`src/rtl/led16_btn_ctrl.sv`:
```
// Pushbutton front end for the 16-LED driver: synchronises and debounces the power
// and mode buttons, and produces en, mod and auto_on (manual, long-press and auto modes).
module led16_btn_ctrl #(
  parameter int DB_CNT   = 1_000_000,
  parameter int LONG_CNT = 100_000_000,
  parameter int AUTO_CNT = 200_000_000
) (
  input  logic clk,
  input  logic rst,
  input  logic btn_pwr,
  input  logic btn_mod,
  output logic en,
  output logic mod,
  output logic auto_on
);

  localparam int DB_W   = $clog2(DB_CNT);
  localparam int LONG_W = $clog2(LONG_CNT);
  localparam int AUTO_W = $clog2(AUTO_CNT);

  localparam logic [DB_W-1:0]   DB_LAST   = DB_W'(DB_CNT - 1);
  localparam logic [LONG_W-1:0] LONG_LAST = LONG_W'(LONG_CNT - 1);
  localparam logic [AUTO_W-1:0] AUTO_LAST = AUTO_W'(AUTO_CNT - 1);

  typedef enum logic [1:0] {
    ST_MAN  = 2'd0,
    ST_HOLD = 2'd1,
    ST_WAIT = 2'd2,
    ST_AUTO = 2'd3
  } state_t;

  state_t state, state_nxt;

  // Bit 0 is the power button, bit 1 is the mode button.
  logic [1:0]        raw;
  logic [1:0]        sync_p0, sync_p1;
  logic [1:0]        db, db_d;
  logic [DB_W-1:0]   db_cnt [2];
  logic [1:0]        press, release_ev;
  logic              pwr_press, mod_press, mod_rel;

  logic [LONG_W-1:0] hold_cnt, hold_cnt_nxt;
  logic [AUTO_W-1:0] auto_cnt, auto_cnt_nxt;
  logic              en_nxt, mod_nxt;

  assign raw = {btn_mod, btn_pwr};

  // Stage p0/p1: two-flop synchroniser, then per-button debounce counter
  always_ff @(posedge clk) begin
    if (rst) begin
      sync_p0 <= '0;
      sync_p1 <= '0;
      db      <= '0;
      db_d    <= '0;
      for (int i = 0; i < 2; i++) db_cnt[i] <= '0;
    end else begin
      sync_p0 <= raw;
      sync_p1 <= sync_p0;
      db_d    <= db;
      for (int i = 0; i < 2; i++) begin
        if (sync_p1[i] == db[i]) begin
          db_cnt[i] <= '0;
        end else if (db_cnt[i] == DB_LAST) begin
          db[i]     <= sync_p1[i];
          db_cnt[i] <= '0;
        end else begin
          db_cnt[i] <= db_cnt[i] + 1'b1;
        end
      end
    end
  end

  assign press      = db & ~db_d;
  assign release_ev = ~db & db_d;
  assign pwr_press  = press[0];
  assign mod_press  = press[1];
  assign mod_rel    = release_ev[1];

  // A power press pre-empts any mode event in the same cycle.
  always_comb begin
    state_nxt    = state;
    hold_cnt_nxt = hold_cnt;
    auto_cnt_nxt = auto_cnt;
    mod_nxt      = mod;
    en_nxt       = en ^ pwr_press;
    if (en && pwr_press) begin
      state_nxt    = ST_MAN;
      hold_cnt_nxt = '0;
      auto_cnt_nxt = '0;
    end else if (en) begin
      case (state)
        ST_MAN: begin
          if (mod_press) begin
            state_nxt    = ST_HOLD;
            hold_cnt_nxt = '0;
          end
        end
        ST_HOLD: begin
          if (mod_rel) begin
            mod_nxt   = ~mod;
            state_nxt = ST_MAN;
          end else if (hold_cnt == LONG_LAST) begin
            state_nxt = ST_WAIT;
          end else begin
            hold_cnt_nxt = hold_cnt + 1'b1;
          end
        end
        ST_WAIT: begin
          if (mod_rel) begin
            state_nxt    = ST_AUTO;
            auto_cnt_nxt = '0;
          end
        end
        ST_AUTO: begin
          if (mod_press) begin
            state_nxt = ST_MAN;
          end else if (auto_cnt == AUTO_LAST) begin
            mod_nxt      = ~mod;
            auto_cnt_nxt = '0;
          end else begin
            auto_cnt_nxt = auto_cnt + 1'b1;
          end
        end
        default: state_nxt = ST_MAN;
      endcase
    end
  end

  // Stage p2: registered control state and outputs
  always_ff @(posedge clk) begin
    if (rst) begin
      state    <= ST_MAN;
      hold_cnt <= '0;
      auto_cnt <= '0;
      en       <= 1'b0;
      mod      <= 1'b0;
      auto_on  <= 1'b0;
    end else begin
      state    <= state_nxt;
      hold_cnt <= hold_cnt_nxt;
      auto_cnt <= auto_cnt_nxt;
      en       <= en_nxt;
      mod      <= mod_nxt;
      auto_on  <= (state_nxt == ST_WAIT) || (state_nxt == ST_AUTO);
    end
  end

endmodule

```
`config.mk`:
```
export PLATFORM = sky130hd
export DESIGN_NAME = led16_btn_ctrl
export DESIGN_NICKNAME = d
export VERILOG_FILES = /design/src/rtl/led16_btn_ctrl.sv
export SDC_FILE = /design/constraint.sdc
export NUM_CORES = 1
export LEC_CHECK = 0
export ABC_CLOCK_PERIOD_IN_PS = 5300
export BUFFER_PORTS_ARGS = -buffer_cell sky130_fd_sc_hd__buf_2
export CAP_MARGIN = 20
export CORE_MARGIN = 2
export CORE_UTILIZATION = 40
export DETAILED_ROUTE_END_ITERATION = 8
export GPL_TIMING_DRIVEN = 0
export SLEW_MARGIN = 20
export SYNTH_ARGS = -nofsm -noshare
export SYNTH_HDL_FRONTEND = slang
export SYNTH_SLANG_ARGS = --single-unit
```
`constraint.sdc`:
```
create_clock -name clk -period 5.3 [get_ports clk]
set_input_delay 0.53 -clock clk [delete_from_list [all_inputs] [get_ports clk]]
set_output_delay 0.53 -clock clk [all_outputs]
set_load 0.01 [all_outputs]
```
# ---- After elaboration in Yosys (flattened, before gate mapping)
# Memories as Yosys holds them, arrays and structs flattened.
# Index checks and enable logic that the tools add are counted.
dict set report op_classes {
  addsub 4
  eq_ne 18
  muxes 50
  n_bitwise 15
  reduce_logical 12
}
# op count
set ops {}
lappend ops {{20-bit two-way mux} 6}
lappend ops {{28-bit two-way mux} 3}
lappend ops {{27-bit two-way mux} 3}
lappend ops {{28-bit one-hot mux with 2 select lines} 1}
lappend ops {{27-bit one-hot mux with 2 select lines} 1}
lappend ops {{20-bit by 1-bit adder with 20-bit output (second input constant)} 2}
lappend ops {{20-bit equality test (second input constant)} 2}
lappend ops {{28-bit by 1-bit adder with 28-bit output (second input constant)} 1}
lappend ops {{28-bit equality test (second input constant)} 1}
lappend ops {{27-bit by 1-bit adder with 27-bit output (second input constant)} 1}
lappend ops {{27-bit equality test (second input constant)} 1}
lappend ops {{1-bit two-way mux} 27}
lappend ops {{2-bit two-way mux} 7}
lappend ops {{2-bit inequality test (second input constant)} 7}
lappend ops {{2-bit equality test (second input constant)} 4}
lappend ops {{2-bit one-hot mux with 4 select lines} 1}
lappend ops {{1-bit OR} 6}
lappend ops {{6-bit AND reduction} 1}
lappend ops {{2-bit nonzero test} 3}
lappend ops {{5-bit AND reduction} 1}
lappend ops {{2-bit bitwise AND} 2}
lappend ops {{1-bit inverter} 4}
lappend ops {{2-bit inverter} 2}
lappend ops {{2-bit AND reduction} 2}
lappend ops {{9 further kinds} 10}
dict set report totals {
  reg_bits 68
  ramBits 40
  out_inout_bits 3
  n_memories 1
}
# memory depth word_bits rd rd_clocked_by_memory_dff wr line
set memory_table {}
lappend memory_table {db_cnt 2 20 2 0 2 38} ;# logic [DB_W-1:0] db_cnt [2];

# ---- Logic depth before layout (Yosys ltp)
dict set report depth {
  depth_word 8
  mapped_depth 10
}

# ---- Worst setup path before layout
# Ideal clock, no wire load.
dict set report synth_path {
  kind {register to register}
  start {reg hold_cnt[13]}
  end {reg hold_cnt[26]}
  setup_ns 0.072
  arrival_ns 2.052
  required_ns 5.228
  slack_ns 3.177
  path_stages_with_launch 8
  n_path_buf 1
  synth_period_minus_slack_ns 2.123
  path_cell_list {dfxtp_1 > nand4_2 > or4_4 > nor4_4 > o21a_4 > buf_4 > nand4b_1 > mux2i_1}
}
dict set report synth_between {
  elab_chain_cells 4
  elab_cells_between_ends 7
  classes_between {add/sub: 1; eq/ne: 2; mux: 3; reduce/logical: 1}
}
# element line
set synth_lines {}
lappend synth_lines {{from (decl)} 42} ;# logic [LONG_W-1:0] hold_cnt, hold_cnt_nxt;
lappend synth_lines {{from (signal assigned)} 140} ;# hold_cnt <= hold_cnt_nxt;
lappend synth_lines {{27-bit by 1-bit adder with 27-bit output} 105} ;# hold_cnt_nxt = hold_cnt + 1'b1;
lappend synth_lines {{27-bit two-way mux} 102} ;# end else if (hold_cnt == LONG_LAST) begin
lappend synth_lines {{27-bit two-way mux} 99} ;# if (mod_rel) begin
lappend synth_lines {{27-bit one-hot mux with 2 select lines} 91} ;# case (state)
# Several ways; a longest one is shown, not always the timed one. The select of a mux whose other input is x is not followed.
# A chain may end at the register's enable or synchronous reset.

# ---- Worst setup path in the final report
dict set report layout_path {
  start {reg auto_cnt[0]}
  end {reg auto_cnt[14]}
}
dict set report layout_between {
  elab_chain_cells 4
  elab_cells_between_ends 5
  classes_between {add/sub: 1; eq/ne: 1; mux: 3}
}
# element line
set layout_lines {}
lappend layout_lines {{from (decl)} 43} ;# logic [AUTO_W-1:0] auto_cnt, auto_cnt_nxt;
lappend layout_lines {{from (signal assigned)} 141} ;# auto_cnt <= auto_cnt_nxt;
lappend layout_lines {{28-bit by 1-bit adder with 28-bit output or 28-bit equality test (tied branches)} {121, 117}}
lappend layout_lines {{28-bit two-way mux (*)} 117} ;# end else if (auto_cnt == AUTO_LAST) begin
lappend layout_lines {{28-bit two-way mux (*)} 115} ;# if (mod_press) begin
lappend layout_lines {{28-bit one-hot mux with 2 select lines (*)} 91}
# Every way passes the cells marked *; elsewhere a longest branch is shown, timed or not. The select of a mux whose other input is x is not followed.

==> results.md <==
* WHS Path Cells at 2
* Antenna violations before repair at 0
* I/O pin count at 7
* Flops & latches, synth at 108
* Die area at 14600 um^2
* Clk_lat worst skew at 350 ps
* Synth Instances at 592
* Final Hold Fails at 0
* Actual slew at the worst max-slew pin at 711 ps
* Clk root buf: clkbuf_16
* Min setup slack post-route at 2780 ps
* Chip Height at 121 um
* Placed inst area at 5860 um^2
* Final nets at 657
* Vias at 4329
* Placement Rows at 42
* Share of cells above drive strength 1 at 0.0735
* # Post-CTS Setup Buffers at 0
* Final period utilization at 0.476
* Worst EP required at 5520 ps
* Outcome: finished, final reports clean
* Critical path capture point type: flop
* Total GRT Usage at 0.161
* Clock sink count at 108
* Final Max Tran Viols at 0
* RSZ-0062 raised after global routing: false
* Total wire length at 11.0 mm
* Number of enable flip-flop cells after synthesis at 40
* CTS max path bufs at 2
* Synth warn at 0
* Hold buffer count at cts at 0
* Pin count of the biggest net entering global routing at 20
* Routed Antenna Nets at 0
* First-pass GRT wire length at 19.1 mm
* Leakage power total at 2.12 nW
* CTS tree: done
* Ys async rst share at 0
* Endpoints failing setup at 0
* Slew headroom at 0.523
* Top-area cell type share of the netlist area at 0.249
* Slowest cell on crit path: o21ai_1
* Place WS at 2790 ps
* Total negative slack at 0 ps
* Crit-path leading delay family: compound AO/OA/AOI/OAI gates
* GRT overflow at 0
* Flop2flop setup slack at 2780 ps
* CTS H-Tree Depth at 3
* Die W at 121 um
* MaxCap Viol Count at 0
* HPWL after DPL at 7.65 mm
* Peak supply drop at 0.147 mV
* Hold WC Path Type: in2reg
* RR Endpoint: auto_cnt[14]
* DRT Pass-1 Iters at 5
* Synth unique cells at 57
* CP Class: reg2reg
* Hold endpoint: sync_p0[0]
* CP bufs+invs at 1
* Starting Density at 0.411
* Critical Path AT at 2750 ps
* DR vias/cell at 5.22
* Top-count cell post-synth: nor2_1
* Crit Reg-Reg Startpoint: auto_cnt[0]
* Initial DRC Count at 280
* Cells along the critical path: ha_1 -> nand2_1 -> nor4_1 -> a31oi_1 -> o21ai_1 -> clkbuf_1 -> nor2_1
* Fill cells at 1281
* Clock Pin Slew Worst Setup and Hold Paths at 80 ps
* Synth Area per Inst at 9.23 um^2
* Final Util at 0.464
* Cell taking the most area after synthesis: dfxtp_1
* Design area at 6160 um^2
* Cells resized by post-CTS repair at 0
* Post-DR wirelength/cell at 13.2 um
* Vias in the first global route at 4174
* Core ar. at 13300 um^2
* Buffers on Ports at 6
* Area delta synth->final at 12.8%
* Max Clk Rate at 396 MHz
* Hold path startpoint: btn_pwr
* Clock Skew at 9.61 ps
* Cell area after synthesis at 5470 um^2
* Max FO, Critical Path at 10
* Crit path largest cell delay at 620 ps
* PD cells at 261 nW/um^2
* Drc violations at 0
* GPL Wtd Cong at 0.785
* Path depth of the worst reg2reg path at 7
* Register area share after synthesis at 0.469
* Top post-synthesis cells by area: dfxtp_1, edfxtp_1, nor2_1
* Clock buffer count from CTS at 9
* Diodes inserted at 0
* Post-layout min period at 2520 ps
* CP startpoint kind: flop
* Top_reg_cell synth: dfxtp_1
* Post-synth top cells: nor2_1, dfxtp_1, nand2_1
## stage by stage
stage                     hold slack [ps]  cells  power (W)
after floorplan                       414    631   0.000933
after global placement                437    813   0.000944
after detailed placement              440    813   0.000946
after CTS                             386    829    0.00163
after global routing                  403    829    0.00166
final                                 395    829    0.00161
## where the power goes
part / internal, W / switching (W)
registers: 0.000873 / 0.0000139
clock network: 0.000356 / 0.000323
logic: 0.0000138 / 0.0000267
## metal layers
layer,GRT usage,share of wire,up-vias
li1,-,-,2186
met1,0.199,0.47,2057
met2,0.269,0.48,71
met3,0.0428,0.031,15
met4,0.0596,0.016,0
met5,0,0,-
## layout by cell type (no fill, tap or decap), drive strengths merged, types with 15 or more instances in the layout
cell type | synthesis | final
a21oi | 27 | 27
and3 | 18 | 18
clkbuf | 17 | 27
conb | 1 | 40
dfxtp | 68 | 68
edfxtp | 40 | 40
inv | 12 | 15
nand2 | 56 | 56
nand3 | 38 | 38
nand4 | 19 | 19
nor2 | 84 | 84
o21ai | 20 | 20
or3 | 16 | 16
xnor2 | 25 | 25
xor2 | 36 | 36
## how the worst max path moves through the flow
stage / start / to / slack [ps] / cells past startpoint
after floorplan: hold_cnt[13] / hold_cnt[26] / 3180 / 7
after global placement: hold_cnt[0] / hold_cnt[26] / 2820 / 9
after detailed placement: hold_cnt[0] / hold_cnt[26] / 2790 / 9
after CTS: hold_cnt[0] / hold_cnt[26] / 2770 / 9
after global routing: auto_cnt[0] / auto_cnt[3] / 2450 / 7
final: auto_cnt[0] / auto_cnt[14] / 2780 / 7
## cells by family after synthesis
family,after synthesis,synth area share
and+or+nand+nor,305,0.293
DFF,108,0.469
AOI/OAI and AO/OA,70,0.0852
xor gates and xnor gates,61,0.0978
buffers and inverters,35,0.0302
adders and majority gates,7,0.0151
muxes,5,0.00916
other,1,0.000686
## state kept, by name, indices dropped and copies added (netlist names)
signal    cells
hold_cnt     27
state         2
auto_on       1
sync_p1       2
en            1
auto_cnt     28
sync_p0       2
db_cnt       40
db_d          2
db            2
mod           1
## layout make-up
cell class                      count  area (um^2)  share of cell area
Buffer                             23          120              0.0195
Clock buffer                       10          250              0.0406
Clock inverter                      6         52.6             0.00852
Inverter                           12         45.0             0.00731
Multi-Input combinational cell    488         2880               0.468
Sequential cell                   108         2560               0.416
Tap cell                          176          220              0.0357
Timing Repair Buffer                6         30.0             0.00487
Power figures use the tool's default switching activity.
